### src/rtl/qsfp_mgmt_ctrl_if.sv
// Wishbone slave bus bundle for the QSFP+ management controller.
interface qsfp_mgmt_ctrl_if;
  logic [31:0] wb_adr;
  logic [31:0] wb_dat_i;
  logic [31:0] wb_dat_o;
  logic        wb_we;
  logic        wb_stb;
  logic        wb_cyc;
  logic        wb_ack;

  modport master (
    output wb_adr, wb_dat_i, wb_we, wb_stb, wb_cyc,
    input  wb_dat_o, wb_ack
  );

  modport slave (
    input  wb_adr, wb_dat_i, wb_we, wb_stb, wb_cyc,
    output wb_dat_o, wb_ack
  );
endinterface

### src/rtl/qsfp_mgmt_ctrl.sv
// Hot-plug, module-select and interrupt management for NUM_PORTS QSFP+ cages.
// Optional per-port interrupt counters enabled by defining QSFP_MGMT_ERRCNT_EN.
module qsfp_mgmt_ctrl #(
  parameter int unsigned NUM_PORTS       = 1,
  parameter int unsigned RESET_CYCLES    = 2000,
  parameter int unsigned INIT_CYCLES     = 400000000,
  parameter int unsigned DEBOUNCE_CYCLES = 1000000
) (
  input  logic                 clk,
  input  logic                 rst_n,
  qsfp_mgmt_ctrl_if.slave      wb,
  output logic [NUM_PORTS-1:0] qsfp_modsel_b,
  output logic [NUM_PORTS-1:0] qsfp_reset_b,
  output logic [NUM_PORTS-1:0] qsfp_lp_mode,
  input  logic [NUM_PORTS-1:0] qsfp_modprs_b,
  input  logic [NUM_PORTS-1:0] qsfp_int_b,
  output logic [NUM_PORTS-1:0] ready,
  output logic                 irq
);

  localparam logic [1:0] ST_ABSENT = 2'd0;
  localparam logic [1:0] ST_RESET  = 2'd1;
  localparam logic [1:0] ST_INIT   = 2'd2;
  localparam logic [1:0] ST_READY  = 2'd3;

  localparam int unsigned DW = (DEBOUNCE_CYCLES > 0) ? $clog2(DEBOUNCE_CYCLES + 1) : 1;
  localparam logic [DW-1:0] DEB_MAX   = DW'(DEBOUNCE_CYCLES);
  localparam logic [31:0]   RST_LOAD  = 32'(RESET_CYCLES - 1);
  localparam logic [31:0]   INIT_LOAD = 32'(INIT_CYCLES - 1);

  logic [NUM_PORTS-1:0] prs_s1_q, prs_s2_q, prs_s3_q;
  logic [NUM_PORTS-1:0] int_s1_q, int_s2_q, int_s3_q;

  logic [DW-1:0] deb_cnt_q [NUM_PORTS];
  logic [DW-1:0] deb_cnt_d [NUM_PORTS];
  logic [NUM_PORTS-1:0] present_q, present_d;

  logic [1:0]  state_q [NUM_PORTS];
  logic [1:0]  state_d [NUM_PORTS];
  logic [31:0] tmr_q   [NUM_PORTS];
  logic [31:0] tmr_d   [NUM_PORTS];

  logic [3:0]             sel_idx_q, sel_idx_d;
  logic                   sel_en_q, sel_en_d;
  logic [NUM_PORTS-1:0]   lp_mode_q, lp_mode_d;
  logic [NUM_PORTS-1:0]   int_ev_q, int_ev_d;
  logic [NUM_PORTS-1:0]   prs_ev_q, prs_ev_d;
  logic [2*NUM_PORTS-1:0] irq_mask_q, irq_mask_d;
  logic                   irq_q, irq_d;
  logic                   ack_q, ack_d;
  logic [31:0]            dat_o_q, dat_o_d;

  logic                   req, wr;
  logic [7:0]             adr;
  logic [NUM_PORTS-1:0]   rst_req, int_set, int_clr, prs_clr, ready_vec;
  logic [2*NUM_PORTS-1:0] state_vec;
  logic [31:0]            rd_data;
  logic                   unused_wb;

  assign req       = wb.wb_cyc & wb.wb_stb & ~ack_q;
  assign wr        = req & wb.wb_we;
  assign adr       = wb.wb_adr[7:0];
  assign unused_wb = ^{wb.wb_adr[31:8], wb.wb_dat_i};

  assign rst_req = (wr && adr == 8'h03) ? wb.wb_dat_i[NUM_PORTS-1:0] : '0;
  assign int_clr = (wr && adr == 8'h06) ? wb.wb_dat_i[NUM_PORTS-1:0] : '0;
  assign prs_clr = (wr && adr == 8'h07) ? wb.wb_dat_i[NUM_PORTS-1:0] : '0;
  assign int_set = int_s3_q & ~int_s2_q & present_q;

  always_ff @(posedge clk or negedge rst_n) begin
    if (!rst_n) begin
      prs_s1_q <= '1;
      prs_s2_q <= '1;
      prs_s3_q <= '1;
      int_s1_q <= '1;
      int_s2_q <= '1;
      int_s3_q <= '1;
    end else begin
      prs_s1_q <= qsfp_modprs_b;
      prs_s2_q <= prs_s1_q;
      prs_s3_q <= prs_s2_q;
      int_s1_q <= qsfp_int_b;
      int_s2_q <= int_s1_q;
      int_s3_q <= int_s2_q;
    end
  end

  // prs_s3_q is the value held stable while the counter ran, so it is what gets adopted.
  always_comb begin
    deb_cnt_d = deb_cnt_q;
    present_d = present_q;
    for (int unsigned i = 0; i < NUM_PORTS; i++) begin
      if (prs_s2_q[i] != prs_s3_q[i]) begin
        deb_cnt_d[i] = '0;
      end else if (deb_cnt_q[i] != DEB_MAX) begin
        deb_cnt_d[i] = deb_cnt_q[i] + DW'(1);
      end
      if (deb_cnt_q[i] == DEB_MAX) begin
        present_d[i] = ~prs_s3_q[i];
      end
    end
  end

  always_comb begin
    state_d = state_q;
    tmr_d   = tmr_q;
    for (int unsigned i = 0; i < NUM_PORTS; i++) begin
      if (!present_q[i]) begin
        state_d[i] = ST_ABSENT;
      end else if (rst_req[i] && state_q[i] != ST_ABSENT) begin
        state_d[i] = ST_RESET;
        tmr_d[i]   = RST_LOAD;
      end else begin
        case (state_q[i])
          ST_ABSENT: begin
            state_d[i] = ST_RESET;
            tmr_d[i]   = RST_LOAD;
          end
          ST_RESET: begin
            if (tmr_q[i] == '0) begin
              state_d[i] = ST_INIT;
              tmr_d[i]   = INIT_LOAD;
            end else begin
              tmr_d[i] = tmr_q[i] - 32'd1;
            end
          end
          ST_INIT: begin
            if (tmr_q[i] == '0) begin
              state_d[i] = ST_READY;
            end else begin
              tmr_d[i] = tmr_q[i] - 32'd1;
            end
          end
          default: state_d[i] = ST_READY;
        endcase
      end
    end
  end

  always_comb begin
    ready_vec     = '0;
    qsfp_reset_b  = '0;
    qsfp_modsel_b = '1;
    state_vec     = '0;
    for (int unsigned i = 0; i < NUM_PORTS; i++) begin
      ready_vec[i]       = (state_q[i] == ST_READY);
      qsfp_reset_b[i]    = (state_q[i] == ST_INIT) || (state_q[i] == ST_READY);
      qsfp_modsel_b[i]   = ~(sel_en_q && sel_idx_q == 4'(i));
      state_vec[2*i +: 2] = state_q[i];
    end
  end

  always_comb begin
    sel_idx_d  = sel_idx_q;
    sel_en_d   = sel_en_q;
    lp_mode_d  = lp_mode_q;
    irq_mask_d = irq_mask_q;
    if (wr) begin
      case (adr)
        8'h01: begin
          sel_idx_d = wb.wb_dat_i[3:0];
          sel_en_d  = wb.wb_dat_i[4];
        end
        8'h02:   lp_mode_d  = wb.wb_dat_i[NUM_PORTS-1:0];
        8'h08:   irq_mask_d = wb.wb_dat_i[2*NUM_PORTS-1:0];
        default: ;
      endcase
    end
    // Set terms are OR-ed after the clear so a coincident event is not lost.
    int_ev_d = (int_ev_q & ~int_clr) | int_set;
    prs_ev_d = (prs_ev_q & ~prs_clr) | (present_d ^ present_q);
    irq_d    = |({prs_ev_q, int_ev_q} & irq_mask_q);
  end

`ifdef QSFP_MGMT_ERRCNT_EN
  logic [15:0] errcnt_q [NUM_PORTS];
  logic [15:0] errcnt_d [NUM_PORTS];

  always_comb begin
    errcnt_d = errcnt_q;
    for (int unsigned i = 0; i < NUM_PORTS; i++) begin
      if (wr && adr == 8'(16 + i)) begin
        errcnt_d[i] = int_set[i] ? 16'd1 : 16'd0;
      end else if (int_set[i] && errcnt_q[i] != '1) begin
        errcnt_d[i] = errcnt_q[i] + 16'd1;
      end
    end
  end

  always_ff @(posedge clk or negedge rst_n) begin
    if (!rst_n) begin
      for (int unsigned i = 0; i < NUM_PORTS; i++) errcnt_q[i] <= '0;
    end else begin
      errcnt_q <= errcnt_d;
    end
  end
`endif

  always_comb begin
    rd_data = '0;
    case (adr)
      8'h00:   rd_data = {16'h51F0, 8'd0, 8'(NUM_PORTS)};
      8'h01:   rd_data = {27'd0, sel_en_q, sel_idx_q};
      8'h02:   rd_data = 32'(lp_mode_q);
      8'h04:   rd_data = 32'(present_q);
      8'h05:   rd_data = 32'(ready_vec);
      8'h06:   rd_data = 32'(int_ev_q);
      8'h07:   rd_data = 32'(prs_ev_q);
      8'h08:   rd_data = 32'(irq_mask_q);
      8'h09:   rd_data = 32'(state_vec);
      default: rd_data = '0;
    endcase
`ifdef QSFP_MGMT_ERRCNT_EN
    for (int unsigned i = 0; i < NUM_PORTS; i++) begin
      if (adr == 8'(16 + i)) rd_data = {16'd0, errcnt_q[i]};
    end
`endif
    ack_d   = wb.wb_cyc & wb.wb_stb & ~ack_q;
    dat_o_d = (req && !wb.wb_we) ? rd_data : '0;
  end

  always_ff @(posedge clk or negedge rst_n) begin
    if (!rst_n) begin
      for (int unsigned i = 0; i < NUM_PORTS; i++) begin
        deb_cnt_q[i] <= '0;
        state_q[i]   <= ST_ABSENT;
        tmr_q[i]     <= '0;
      end
      present_q  <= '0;
      sel_idx_q  <= '0;
      sel_en_q   <= 1'b0;
      lp_mode_q  <= '1;
      int_ev_q   <= '0;
      prs_ev_q   <= '0;
      irq_mask_q <= '0;
      irq_q      <= 1'b0;
      ack_q      <= 1'b0;
      dat_o_q    <= '0;
    end else begin
      deb_cnt_q  <= deb_cnt_d;
      state_q    <= state_d;
      tmr_q      <= tmr_d;
      present_q  <= present_d;
      sel_idx_q  <= sel_idx_d;
      sel_en_q   <= sel_en_d;
      lp_mode_q  <= lp_mode_d;
      int_ev_q   <= int_ev_d;
      prs_ev_q   <= prs_ev_d;
      irq_mask_q <= irq_mask_d;
      irq_q      <= irq_d;
      ack_q      <= ack_d;
      dat_o_q    <= dat_o_d;
    end
  end

  assign qsfp_lp_mode = lp_mode_q;
  assign ready        = ready_vec;
  assign irq          = irq_q;
  assign wb.wb_ack    = ack_q;
  assign wb.wb_dat_o  = dat_o_q;

endmodule
### src/flat_wrapper.sv
// flat-port wrapper written by rule: the top's interface ports become plain ports
module qsfp_mgmt_ctrl_flat 
#(
  parameter int unsigned NUM_PORTS       = 1,
  parameter int unsigned RESET_CYCLES    = 2000,
  parameter int unsigned INIT_CYCLES     = 400000000,
  parameter int unsigned DEBOUNCE_CYCLES = 1000000
)
  (clk, rst_n, qsfp_modsel_b, qsfp_reset_b, qsfp_lp_mode, qsfp_modprs_b, qsfp_int_b, ready, irq, wb_wb_adr, wb_wb_dat_i, wb_wb_we, wb_wb_stb, wb_wb_cyc, wb_wb_dat_o, wb_wb_ack);
  qsfp_mgmt_ctrl_if wb_i ();
  input  logic clk;
  input  logic rst_n;
  output logic [NUM_PORTS-1:0] qsfp_modsel_b;
  output logic [NUM_PORTS-1:0] qsfp_reset_b;
  output logic [NUM_PORTS-1:0] qsfp_lp_mode;
  input  logic [NUM_PORTS-1:0] qsfp_modprs_b;
  input  logic [NUM_PORTS-1:0] qsfp_int_b;
  output logic [NUM_PORTS-1:0] ready;
  output logic irq;
  input wire logic [$bits(wb_i.wb_adr)-1:0] wb_wb_adr;
  input wire logic [$bits(wb_i.wb_dat_i)-1:0] wb_wb_dat_i;
  input wire logic [$bits(wb_i.wb_we)-1:0] wb_wb_we;
  input wire logic [$bits(wb_i.wb_stb)-1:0] wb_wb_stb;
  input wire logic [$bits(wb_i.wb_cyc)-1:0] wb_wb_cyc;
  output wire logic [$bits(wb_i.wb_dat_o)-1:0] wb_wb_dat_o;
  output wire logic [$bits(wb_i.wb_ack)-1:0] wb_wb_ack;
  assign wb_i.wb_adr = wb_wb_adr;
  assign wb_i.wb_dat_i = wb_wb_dat_i;
  assign wb_i.wb_we = wb_wb_we;
  assign wb_i.wb_stb = wb_wb_stb;
  assign wb_i.wb_cyc = wb_wb_cyc;
  assign wb_wb_dat_o = wb_i.wb_dat_o;
  assign wb_wb_ack = wb_i.wb_ack;
  qsfp_mgmt_ctrl #(.NUM_PORTS(NUM_PORTS), .RESET_CYCLES(RESET_CYCLES), .INIT_CYCLES(INIT_CYCLES), .DEBOUNCE_CYCLES(DEBOUNCE_CYCLES)) u_core (.clk(clk), .rst_n(rst_n), .wb(wb_i), .qsfp_modsel_b(qsfp_modsel_b), .qsfp_reset_b(qsfp_reset_b), .qsfp_lp_mode(qsfp_lp_mode), .qsfp_modprs_b(qsfp_modprs_b), .qsfp_int_b(qsfp_int_b), .ready(ready), .irq(irq));
endmodule
### config.mk
export PLATFORM = sky130hd
export DESIGN_NAME = qsfp_mgmt_ctrl_flat
export DESIGN_NICKNAME = d
export VERILOG_FILES = /design/src/rtl/qsfp_mgmt_ctrl_if.sv /design/src/rtl/qsfp_mgmt_ctrl.sv /design/src/flat_wrapper.sv
export SDC_FILE = /design/constraint.sdc
export NUM_CORES = 1
export LEC_CHECK = 0
export CORE_ASPECT_RATIO = 1.4
export CORE_UTILIZATION = 55
export CTS_CLUSTER_SIZE = 25
export DETAILED_ROUTE_END_ITERATION = 12
export DONT_BUFFER_PORTS = 1
export MAX_ROUTING_LAYER = met4
export PLACE_DENSITY = 0.73
export RECOVER_POWER = 100
export SLEW_MARGIN = 30
export SYNTH_ARGS = -nofsm -noshare
export SYNTH_HDL_FRONTEND = slang
export SYNTH_SLANG_ARGS = --single-unit
### constraint.sdc
create_clock -name clk -period 2.5 [get_ports clk]
set_input_delay 0.75 -clock clk [delete_from_list [all_inputs] [get_ports clk]]
set_output_delay 0.75 -clock clk [all_outputs]
set_load 0.01 [all_outputs]
## Word level (Yosys, flattened, before mapping)

Index checks and enable logic that the tools add are counted.

| operators by class | value |
|---|---|
| $add $sub $neg | 2 |
| equal/unequal tests | 18 |
| muxes and demuxes | 17 |
| bitwise gates (word level) | 17 |
| reduce and logical (&&, ||, !) cells | 21 |

Operators by type and width:

| operator | number |
|---|---|
| $pmux W31 S9 | 1 |
| $mux W32 | 3 |
| $pmux W32 S3 | 1 |
| $mux W20 | 2 |
| $eq A8 B3 Y1 const B | 4 |
| $logic_not A32 Y1 | 1 |
| $sub A32 B1 Y32 const B | 1 |
| $mux W31 | 1 |
| $add A20 B1 Y20 const B | 1 |
| $eq A20 B20 Y1 const B | 1 |
| $ne A20 B20 Y1 const B | 1 |
| $eq A8 B2 Y1 const B | 2 |
| $eq A8 B4 Y1 const B | 2 |
| $eq A8 B1 Y1 const B | 1 |
| $logic_not A8 Y1 | 1 |
| $mux W2 | 4 |
| $ne A4 B4 Y1 const B | 2 |
| $reduce_and A2 Y1 | 4 |
| $and A1 B1 Y1 | 7 |
| $logic_and A1 B1 Y1 | 6 |
| $not A1 Y1 | 6 |
| $pmux W2 S3 | 1 |
| $eq A2 B2 Y1 const B | 2 |
| $logic_not A4 Y1 | 1 |
| other kinds (14) | 19 |

| word-level totals | value |
|---|---|
| bits in registers | 105 |
| input bits | 71 |
| word-level logic and storage cells | 94 |

## Logic depth before layout (Yosys ltp)

| logic depth | value |
|---|---|
| word-level depth | 8 |
| mapped depth | 11 |
| gate-level depth less buffers | 8 |

## Worst setup path before layout

Ideal clock, no wire load.

| timing path | value |
|---|---|
| kind | input-to-reg |
| start | input wb_wb_adr[5] |
| end | register u_core.tmr_q[15] (netlist bit) |
| setup time | 0.120 ns |
| arrival time | 2.896 ns |
| data required time | 2.380 ns |
| path slack | -0.516 ns |
| stages on the path | 9 |
| path through | or4_4 -> or4_1 -> buf_2 -> and4_4 -> a211o_1 -> buf_6 -> buf_6 -> a22oi_2 -> nand2_1 |

| on the way | value |
|---|---|
| longest elaborated chain between the ends | 6 |
| elaborated cells between the ends (all ways) | 8 |
| classes of those cells | eq/ne: 2; mux: 2; reduce/logical: 4 |

Ends and longest elaborated chain:

| element | line | RTL |
|---|---|---|
| from (decl) | flat_wrapper.sv:20 | `input wire logic [$bits(wb_i.wb_adr)-1:0] wb_wb_adr;` |
| $eq A8 B2 Y1 * | qsfp_mgmt_ctrl.sv:65 | `assign rst_req = (wr && adr == 8'h03) ? wb.wb_dat_i[NUM_PORTS-1:0] : '0;` |
| $logic_and A1 B1 Y1 * | qsfp_mgmt_ctrl.sv:65 |  |
| $mux W1 * | qsfp_mgmt_ctrl.sv:65 |  |
| $logic_and A1 B1 Y1 * | qsfp_mgmt_ctrl.sv:110 | `end else if (rst_req[i] && state_q[i] != ST_ABSENT) begin` |
| $ne A3 B2 Y1 (no source line) or $reduce_bool A4 Y1 (tied branches) | -- |  |
| $reduce_and A3 Y1 (no source line) | -- |  |
| to (signal assigned) | qsfp_mgmt_ctrl.sv:242 | `tmr_q <= tmr_d;` |
| to (decl) | qsfp_mgmt_ctrl.sv:40 | `logic [31:0] tmr_q [NUM_PORTS];` |

Every way passes the cells marked *; elsewhere a longest branch is shown, timed or not.
A chain may end at the register's enable or synchronous reset.

## Worst setup path after layout

| timing path | value |
|---|---|
| start | register u_core.state_q[0] (netlist bit) |
| end | register u_core.tmr_q[14] (netlist bit) |

| on the way | value |
|---|---|
| longest elaborated chain between the ends | 4 |
| elaborated cells between the ends (all ways) | 10 |
| classes of those cells | eq/ne: 3; mux: 2; reduce/logical: 5 |

Ends and longest elaborated chain:

| element | line | RTL |
|---|---|---|
| from (decl) | qsfp_mgmt_ctrl.sv:38 | `logic [1:0] state_q [NUM_PORTS];` |
| from (signal assigned) | qsfp_mgmt_ctrl.sv:241 | `state_q <= state_d;` |
| $reduce_bool A2 Y1 | qsfp_mgmt_ctrl.sv:110 |  |
| $logic_and A1 B1 Y1 | qsfp_mgmt_ctrl.sv:110 |  |
| $ne A3 B2 Y1 (no source line) or $reduce_bool A4 Y1 (tied branches) | -- |  |
| $reduce_and A3 Y1 (no source line) | -- |  |

Several ways; a longest one is shown, not always the timed one.

==> qor.tcl <==
set qor(clkSlewWorstSetupHoldPaths_ps) 80
set qor(period_needed_ps) 2600
set qor(maxCapViolCount) 0
set qor(clock_tree_from_tritoncts) {done}
set qor(timing.hold.worst.class) {input port to asynchronous set/reset pin}
set qor(totalWireLength_mm) 9.16
set qor(timing_worst_slew_pin_value_ps) 907
set qor(area.growth.synth_to_final_pct) 17.3
set qor(root_cell_of_the_clock_tree) {sky130_fd_sc_hd__clkbuf_8}
set qor(setup_viol_count_final) 22
set qor(post-route-util) 0.663
set qor(fin_nets) 598
set qor(initial_utilization) 0.565
set qor(crit_required_ps) 2750
set qor(filler_cell_count) 597
set qor(cp_cell_sequence) {inv_2 > ha_4 > or4bb_1 > or4_4 > and4_4 > a211o_4 > bufbuf_16 > a21oi_1 > mux2i_1}
set qor(setup_ws_ps) -105
set qor(core_region_area_um2) 7750
set qor(avgSynthCellArea_um2) 9.26
set qor(synth.top_cell.area_share) 0.411
set qor(status) {complete, but fails checks}
set qor(core.rowCount) 38
set qor(cts-root-to-sink-buffers) 2
set qor(drt_iter0_drc) 228
set qor(netlist-cell-type-count) 59
set qor(placedInstanceArea_um2) 4720
set qor(final_standard_cell_count_with_taps_included_and_fillers_excluded) 625
set qor(netlist_top_cells_area) {sky130_fd_sc_hd__dfrtp_1, sky130_fd_sc_hd__buf_4, sky130_fd_sc_hd__nor2_1, sky130_fd_sc_hd__dfstp_2, sky130_fd_sc_hd__o21ai_0}
set qor(fin_skew_ps) 8.60
set qor(dpl.cell_count) 602
set qor(cp_slowest_stage_delay_ps) 480
set qor(grt_pass1_vias) 3400
set qor(timing.final.crit_share) 1.04
set qor(violations_in_the_final_reports) {negative setup slack}
set qor(synth.yosys.seq_area_share) 0.453
set qor(grt-ovfl-total) 0
set qor(power_per_cell_area_nw_per_um2) 476
set qor(critPathKind) {flip-flop to flip-flop}
set qor(antenna_left) 0
set qor(fmaxAchievable_mhz) 384
set qor(finalHoldViolations) 0
set qor(remaining_drc_errors) 0
set qor(fin_area_um2) 5140
set qor(post_synth_inst_count) 473
set qor(synth_flop_cell) {sky130_fd_sc_hd__dfrtp_1}
set qor(grt.total_usage) 0.242
set qor(route.detailed.wl_per_inst_um) 14.7
set qor(synth.cell_area_um2) 4380
set qor(htree_levels) 3
set qor(maxSlewViolCount) 0
set qor(asyncSetResetFlopFracSynth) 1.00
set qor(numClockSinks) 79
set qor(post-dp-hpwl_mm) 6.36
set qor(hold_ws_ps) 70.7
set qor(cp-end-kind) {flip-flop}
set qor(port_buf_inserts) 0
set qor(antenna_cell_count) 0
set qor(drt-pass1-iter-count) 4
set qor(critPathArrivalTime_ps) 2860
set qor(vias_per_cell) 5.71
set qor(final_power_mw) 2.44
set qor(critical_path.top_delay_family) {simple AND/OR/NAND/NOR gates}
set qor(post-place-ws_ps) -540
set qor(cpMaxStageDelayCell) {sky130_fd_sc_hd__or4bb_1}
set qor(total_leakage_power_nw) 2.33
set qor(grt_start_max_net_pins) 80
set qor(i_o_pin_total) 109
set qor(ys_ff_latch) 79
set qor(post_route_cells_drive_above_1_share) 0.227
set qor(synth_enable_flop_cells) 0
set qor(cts_hold_buf) 0
set qor(max-vdd-ir-drop_uv) 480
set qor(dieArea_um2) 8330
set qor(die_width_um) 77.4
set qor(routed-via-count) 3567
set qor(cts_inserted_buffers) 9
set qor(global_route_wire_length_before_repair_mm) 15.4
set qor(slew_headroom) 0.394
set qor(setup-tns-final_ps) -841
set qor(chipHeight_um) 108
set qor(clock_latency_reported_for_the_late_side_of_the_worst_skew_pair_ps) 370
set qor(critPathBufInv) 2
set qor(synth-warning-count) 0
set qor(critical_path.max_fanout) 10
set qor(unrepaired_setup_endpoints_after_global_routing) {yes}
set qor(initial_antenna_violation_count) 0
set qor(gp_routability_congestion) 0.808
set qor(cp-start-kind) {flip-flop}
set qor(cell_taking_the_most_area_after_synthesis) {sky130_fd_sc_hd__dfrtp_1}
==> Yosys cell counts (2+ instances only) <==
cell type,number
sky130_fd_sc_hd__and3_1,4
sky130_fd_sc_hd__buf_6,2
sky130_fd_sc_hd__nand4_1,11
sky130_fd_sc_hd__nand3b_1,5
sky130_fd_sc_hd__nor2_1,50
sky130_fd_sc_hd__nand2b_1,4
sky130_fd_sc_hd__a31oi_1,18
sky130_fd_sc_hd__and2_1,3
sky130_fd_sc_hd__nor3_1,14
sky130_fd_sc_hd__or3_1,11
sky130_fd_sc_hd__nand2_1,37
sky130_fd_sc_hd__mux2_2,9
sky130_fd_sc_hd__o21ai_0,28
sky130_fd_sc_hd__dfrtp_1,72
sky130_fd_sc_hd__nor3b_1,2
sky130_fd_sc_hd__nand3_1,24
sky130_fd_sc_hd__o21ai_1,2
sky130_fd_sc_hd__ha_1,7
sky130_fd_sc_hd__nor4b_1,2
sky130_fd_sc_hd__or4_1,7
sky130_fd_sc_hd__a211oi_2,2
sky130_fd_sc_hd__o31ai_1,2
sky130_fd_sc_hd__o31a_1,2
sky130_fd_sc_hd__clkbuf_1,8
sky130_fd_sc_hd__o311ai_0,3
sky130_fd_sc_hd__a21oi_1,23
sky130_fd_sc_hd__or2_2,3
sky130_fd_sc_hd__buf_2,6
sky130_fd_sc_hd__dfstp_2,7
sky130_fd_sc_hd__mux2i_1,3
sky130_fd_sc_hd__xor2_1,11
sky130_fd_sc_hd__buf_4,26
sky130_fd_sc_hd__a22o_1,4
sky130_fd_sc_hd__inv_1,16
sky130_fd_sc_hd__xnor2_1,7
sky130_fd_sc_hd__o211ai_1,3
sky130_fd_sc_hd__o21a_1,3
sky130_fd_sc_hd__nor4_1,9
sky130_fd_sc_hd__a21o_1,3
==> what timing repair did <==
action | in CTS | in global routing
setup endpoints to repair | 32 | 32
buffers inserted | 5 | 1
resized for setup | 29 | 12
pin swaps | 8 | 4
cloned | 1 | 0
==> final timing paths <==
check	to	slack, ps	cells past startpoint	from
max	u_core.tmr_q[14]	-100	9	u_core.state_q[0]
min	u_core.wb.wb_dat_o[4]	70	0	rst_n
max reg2reg	u_core.tmr_q[14]	-100	9	u_core.state_q[0]
min reg2reg	u_core.int_s2_q	350	0	u_core.int_s1_q
max in group asynchronous	u_core.int_s3_q	2230	0	rst_n
min in group clk	u_core.int_s2_q	350	0	u_core.int_s1_q
==> cell usage in the layout (no fill, tap or decap), types with 10 or more instances in the layout <==
cell	synthesis	final
sky130_fd_sc_hd__o21ai_0	28	21
sky130_fd_sc_hd__or3_1	11	11
sky130_fd_sc_hd__nor2_1	50	50
sky130_fd_sc_hd__nand2_1	37	32
sky130_fd_sc_hd__dfrtp_1	72	72
sky130_fd_sc_hd__xor2_1	11	11
sky130_fd_sc_hd__nor4_1	9	10
sky130_fd_sc_hd__a31oi_1	18	18
sky130_fd_sc_hd__inv_1	16	14
sky130_fd_sc_hd__nand3_1	24	20
sky130_fd_sc_hd__nand4_1	11	11
sky130_fd_sc_hd__conb_1	1	20
sky130_fd_sc_hd__buf_4	26	44
sky130_fd_sc_hd__nor3_1	14	14
sky130_fd_sc_hd__a21oi_1	23	22
sky130_fd_sc_hd__clkbuf_8	0	10
==> worst register-to-register path, cell delays in order (launching register included) <==
cell and delay (ps):
sky130_fd_sc_hd__dfrtp_1 360, sky130_fd_sc_hd__inv_2 60, sky130_fd_sc_hd__ha_4 160, sky130_fd_sc_hd__or4bb_1 480
sky130_fd_sc_hd__or4_4 430, sky130_fd_sc_hd__and4_4 180, sky130_fd_sc_hd__a211o_4 360, sky130_fd_sc_hd__bufbuf_16 290
sky130_fd_sc_hd__a21oi_1 110, sky130_fd_sc_hd__mux2i_1 80
==> cells by family after synthesis <==
group / count (synthesis) / share of synthesized area
AOI/OAI and AO/OA: 101 / 0.146
DFF: 79 / 0.453
adders and majority gates: 7 / 0.0200
buffers and inverters: 59 / 0.0780
other: 1 / 0.000856
xor gates and xnor gates: 18 / 0.0360
muxes: 13 / 0.0351
and+or+nand+nor: 195 / 0.231
==> layer usage <==
layer  GRT usage  vias to the layer above  part of all wire
li1            -                     1764                 -
met1       0.282                     1725              0.42
met2       0.399                       65              0.52
met3      0.0576                       13             0.035
met4       0.101                        0             0.017
met5           -                        -                 0
==> layout make-up <==
| type | count | area, um2 | share of cell area |
|---|---|---|---|
| clock buffer | 11 | 141 | 0.0275 |
| multi-input combinational | 354 | 2220 | 0.433 |
| clock inverter | 5 | 82.6 | 0.0161 |
| timing repair buffer | 60 | 520 | 0.101 |
| tap | 100 | 125 | 0.0243 |
| sequential | 79 | 1990 | 0.386 |
| inverter | 16 | 60.1 | 0.0117 |
==> flip-flops by register name, indices dropped and copies added (netlist names) <==
signal and count:
u_core.deb_cnt_q 20, u_core.int_ev_q 1, u_core.int_s1_q 1, u_core.int_s2_q 1, u_core.int_s3_q 1, u_core.irq 1
u_core.irq_mask_q 2, u_core.present_q 1, u_core.prs_ev_q 1, u_core.prs_s1_q 1, u_core.prs_s2_q 1, u_core.prs_s3_q 1
u_core.qsfp_lp_mode 1, u_core.sel_en_q 1, u_core.sel_idx_q 4, u_core.state_q 2, u_core.tmr_q 32, u_core.wb.wb_ack 1
u_core.wb.wb_dat_o 6
==> where the power goes <==
group / leakage (nW) / total [mW] / switching, mW / internal (mW)
logic: 1.16 / 0.0671 / 0.0432 / 0.0239
clock network: 0.113 / 1.06 / 0.472 / 0.591
registers: 1.06 / 1.31 / 0.0166 / 1.30
total: 2.33 / 2.44 / 0.532 / 1.91
Note: power is estimated with default switching activity, not from simulation.
